==> src/rtl/pc_pkg.sv <==
// Shared op encodings for the program-counter unit.
// Imported by the PC datapath and its testbench.
package pc_pkg;

  localparam int OP_W = 3;

  localparam logic [OP_W-1:0] OP_INC    = 3'd0;
  localparam logic [OP_W-1:0] OP_HOLD   = 3'd1;
  localparam logic [OP_W-1:0] OP_JUMP   = 3'd2;
  localparam logic [OP_W-1:0] OP_BRANCH = 3'd3;
  localparam logic [OP_W-1:0] OP_CALL   = 3'd4;
  localparam logic [OP_W-1:0] OP_RET    = 3'd5;

endpackage

==> src/rtl/ras_stack.sv <==
// Return-address stack: LIFO storage plus level counter.
// Push on full and pop on empty are ignored.
module ras_stack #(
  parameter int W     = 8,
  parameter int DEPTH = 4
) (
  input  logic                       clk,
  input  logic                       reset,
  input  logic                       push,
  input  logic                       pop,
  input  logic [W-1:0]               din,
  output logic [W-1:0]               dout,
  output logic [$clog2(DEPTH+1)-1:0] level,
  output logic                       full,
  output logic                       empty
);

  localparam int LW = $clog2(DEPTH + 1);
  localparam int IW = (DEPTH > 1) ? $clog2(DEPTH) : 1;

  logic [W-1:0]  mem [DEPTH];
  logic [LW-1:0] top;
  logic          do_push;
  logic          do_pop;

  assign full    = (level == LW'(DEPTH));
  assign empty   = (level == '0);
  assign do_push = push && !full;
  assign do_pop  = pop && !empty;
  assign top     = level - LW'(1);
  assign dout    = empty ? '0 : mem[IW'(top)];

  // Storage is written at the current level; it is never cleared.
  always_ff @(posedge clk) begin
    if (do_push) mem[IW'(level)] <= din;
  end

  // Level counter tracks the number of valid entries.
  always_ff @(posedge clk or posedge reset) begin
    if (reset) begin
      level <= '0;
    end else if (do_push) begin
      level <= level + LW'(1);
    end else if (do_pop) begin
      level <= level - LW'(1);
    end
  end

endmodule

==> src/rtl/pc_ras_unit.sv <==
// Program counter with stall, jump, relative branch and
// call/return through a hardware return-address stack.
module pc_ras_unit
  import pc_pkg::*;
#(
  parameter int                ADDR_W     = 8,
  parameter int                RAS_DEPTH  = 4,
  parameter logic [ADDR_W-1:0] RESET_ADDR = '0
) (
  input  logic                           clk,
  input  logic                           reset,
  input  logic [OP_W-1:0]                op,
  input  logic [ADDR_W-1:0]              target,
  output logic [ADDR_W-1:0]              pc,
  output logic [$clog2(RAS_DEPTH+1)-1:0] ras_level,
  output logic                           ras_full,
  output logic                           ras_empty,
  output logic                           ovf_err,
  output logic                           unf_err
);

  logic [ADDR_W-1:0] addend;
  logic [ADDR_W-1:0] sum;
  logic [ADDR_W-1:0] pc_nx;
  logic [ADDR_W-1:0] ret_addr;
  logic              push;
  logic              pop;
  logic              ovf_nx;
  logic              unf_nx;

  ras_stack #(
    .W     (ADDR_W),
    .DEPTH (RAS_DEPTH)
  ) u_ras (
    .clk   (clk),
    .reset (reset),
    .push  (push),
    .pop   (pop),
    .din   (sum),
    .dout  (ret_addr),
    .level (ras_level),
    .full  (ras_full),
    .empty (ras_empty)
  );

  // One adder serves INC, BRANCH and the CALL return address.
  always_comb begin
    addend = (op == OP_BRANCH) ? target : ADDR_W'(1);
    sum    = pc + addend;
  end

  // Next-PC mux and stack/error control.
  always_comb begin
    pc_nx  = pc;
    push   = 1'b0;
    pop    = 1'b0;
    ovf_nx = 1'b0;
    unf_nx = 1'b0;
    case (op)
      OP_INC:    pc_nx = sum;
      OP_JUMP:   pc_nx = target;
      OP_BRANCH: pc_nx = sum;
      OP_CALL: begin
        if (!ras_full) begin
          push  = 1'b1;
          pc_nx = target;
        end else begin
          ovf_nx = 1'b1;
        end
      end
      OP_RET: begin
        if (!ras_empty) begin
          pop   = 1'b1;
          pc_nx = ret_addr;
        end else begin
          unf_nx = 1'b1;
        end
      end
      default: ;
    endcase
  end

  // PC and error-pulse registers.
  always_ff @(posedge clk or posedge reset) begin
    if (reset) begin
      pc      <= RESET_ADDR;
      ovf_err <= 1'b0;
      unf_err <= 1'b0;
    end else begin
      pc      <= pc_nx;
      ovf_err <= ovf_nx;
      unf_err <= unf_nx;
    end
  end

endmodule

==> config.mk <==
export PLATFORM = sky130hd
export DESIGN_NAME = pc_ras_unit
export DESIGN_NICKNAME = d
export VERILOG_FILES = /design/src/rtl/pc_pkg.sv /design/src/rtl/ras_stack.sv /design/src/rtl/pc_ras_unit.sv
export SDC_FILE = /design/constraint.sdc
export NUM_CORES = 1
export LEC_CHECK = 0
export ABC_CLOCK_PERIOD_IN_PS = 2700
export BUFFER_PORTS_ARGS = -buffer_cell sky130_fd_sc_hd__buf_2
export CORE_MARGIN = 3
export CORE_UTILIZATION = 50
export DETAILED_ROUTE_END_ITERATION = 7
export PLACE_DENSITY_LB_ADDON = 0.3
export SETUP_SLACK_MARGIN = 0.2
export SKIP_LAST_GASP = 1
export SYNTH_ARGS = -nofsm -noshare
export SYNTH_HDL_FRONTEND = slang
export SYNTH_HIERARCHICAL = 1
export SYNTH_SLANG_ARGS = --single-unit
==> constraint.sdc <==
create_clock -name clk -period 2.7 [get_ports clk]
set_input_delay 0.405 -clock clk [delete_from_list [all_inputs] [get_ports clk]]
set_output_delay 0.405 -clock clk [all_outputs]
set_load 0.01 [all_outputs]
==> run metrics <==
post-CTS setup buffers 0; crit path cell chain buf_2 > and3b_1 > nand2b_1 > ha_1 > inv_1 > fa_2 > nor2b_4 > o31a_1 > or4_4 > a311oi_2 > a2bb2oi_1; VDD IR-drop max 0.0004188 V; CTS tree yes; Hold/Removal Path Class in2reg; largest family of logic cells by synthesized area simple AND/OR/NAND/NOR gates; antenna diode count 0; FFs w/ async S/R, synth 0.2889; Post-Synth XOR/XNOR Area 0.02071; Slew Viols, Final 0; PortBufs 27; Post-CTS Resized 0; Syn Std Cell Area 2537 um2; wire length per cell 15.81 um; drt first pass iters 4; Worst setup SP type input pin; Final #Nets 275; Vias 1706; CP peak stage delay 430 ps; clock skew 11.45 ps; num rows 25; # DRC 0; grt ovf 0; Final Hold Vio Count 0; total track usage 0.1804; syn_area_per_cell 11.91 um2; Core ar. 4817 um2; Clk Latency, worst-skew pair 290 ps; cell count of the worst reg-to-reg path 6; mux cell area share after synthesis 0.08777; Crit path arrival time 2520 ps; clock sinks 45; Final Power 2606 uW; io pins 28; Synth Area in Compound Gates 0.1203; Crit-path slowest cell or4_4; pre-CTS WS 83.66 ps; period utilization 0.8496; die width 77.24 um; CTS H-tree depth 2; vias per cell 5.399; post-synthesis simple-gate area fraction 0.1494; Initial Util 0.5268; drt total wl 4.997 mm; Initial DRC Count 126; Synth Instances 213; hold depth 3; Crit Path Class in2reg; fill cell total of the finished layout 403; Max Fanout on Critical Path 5; setup TNS 0 ps; clock-pin slew on the worst setup and hold paths 100 ps; Seq cells post-synth 45; layout cells sized above 1 0.2369; synth warn 6; maximum root-to-sink buffer count 2; Worst Path Required 2930 ps; Tmin final 2294 ps; # setup viols final 0; CTS root buffer clkbuf_8; syn_nets 240; P&R area growth vs syn 14.79%; Post-DRT Antenna Nets 0; Max-cap violations 0; total CTS buffers 5; Pwr Density 894.6 nW/um2; initial antenna violation count 0; area share of fa/ha/maj cells after synthesis 0.07199; Setup crit end kind register; Pleak 0.001207 uW; GP Congestion 0.9309; number of synthesized flops with an enable pin 32; Slew headroom 0.3642; largest net degree at the start of global routing 16; first-pass GRT wire length 8.431 mm; final core occ 0.6047; vias in the first global route 1681; Fmax 436.0 MHz; final worst setup slack 406.2 ps; dpl hpwl 3.758 mm; RSZ-0062 raised after global routing false; sequential area share after synthesis 0.5069; chip height 77.24 um; Slew @ Worst Pin 947.3 ps; Synth cell types 45; Post-synth top flop edfxtp_1; outcome complete, no violations; die area 5966 um2
==> cell usage after synthesis, drive strengths merged (4+ instances only) <==
| cell | number | area share |
|---|---|---|
| a21oi | 12 | 0.024 |
| a221o | 4 | 0.016 |
| a22oi | 4 | 0.012 |
| and2 | 11 | 0.027 |
| buf | 6 | 0.014 |
| dfrtp | 13 | 0.13 |
| edfxtp | 32 | 0.38 |
| ha | 13 | 0.064 |
| inv | 16 | 0.024 |
| mux4 | 8 | 0.071 |
| nand2 | 10 | 0.015 |
| nand3 | 7 | 0.014 |
| nor2 | 10 | 0.015 |
| nor2b | 13 | 0.035 |
| o21ai | 7 | 0.014 |
==> where the power goes <==
part           internal (uW)  switching (uW)
Sequential               915            71.6
Combinational            521             589
Clock                    277             232
==> cell usage in the layout (no fill, tap or decap), types with 4 or more instances in the layout <==
cell type,count
a22oi_1,4
edfxtp_1,32
nand3_1,7
mux4_2,8
a221o_1,4
buf_2,27
clkbuf_8,5
buf_4,9
ha_1,12
o21ai_0,6
inv_1,16
nor2b_1,12
and2_1,11
nor2_1,10
nand2_1,10
dfrtp_1,13
a21oi_1,12
==> layout make-up <==
type,count,area [um2],area share
repair buffers,37,212.7,0.07302
flip-flops and latches,45,1286,0.4416
clock inverters,3,43.79,0.01503
well taps,67,83.83,0.02878
clock buffers,5,68.82,0.02363
inverters,16,60.06,0.02062
multi-input cells,143,1157,0.3973
==> worst paths after layout <==
kind	slack (ps)	endpoint	from
worst min register to register	550	pc[6]	pc[6]
min in group asynchronous	540	u_ras/level[2]	reset
worst max register to register	410	u_ras/mem[2][2]	u_ras/level[1]
worst min-delay path	440	pc[5]	target[5]
max in group asynchronous	1750	pc[1]	reset
worst max-delay path	410	pc[6]	op[2]
==> registers in the layout (all words and copies together), names as in the netlist <==
| name | count |
|---|---|
| unf_err | 1 |
| ovf_err | 1 |
| u_ras/level | 3 |
| u_ras/mem | 32 |
| pc | 8 |
==> cell families after synthesis <==
group / Yosys count
fa+ha+maj: 14
xor+xnor: 6
mux: 12
buf+inv: 25
flops: 45
compound gates: 44
simple gates: 67
==> critical path: cells and delay by family <==
| kind | cells | cell delay [ps] |
|---|---|---|
| simple gates | 4 | 850 |
| compound gates | 3 | 670 |
| fa+ha+maj | 2 | 420 |
| buf+inv | 2 | 170 |
==> metrics by stage <==
step	instance area, um2	std cells	hold WS (ps)
2_1_floorplan	2554	213	158.6
3_3_place_gp	2790	307	282.9
3_5_place_dp	2790	307	288.5
4_1_cts	2913	316	434.9
5_1_grt	2913	316	450.2
6_report	2913	316	442.5
==> metal layers <==
layer  GRT usage  up-vias  routed length, um
li1            -      853                  -
met3     0.03286        2                256
met4     0.04982        0                 24
met2      0.2824       38               2376
met1      0.2583      813               2339
met5           0        -                  0
==> timing repair <==
action,CTS,global route
hold buffers,1,0
endpoints found under the hold margin,3,0
endpoints found under the setup margin,0,0
Note: power is estimated with default switching activity, not from simulation.
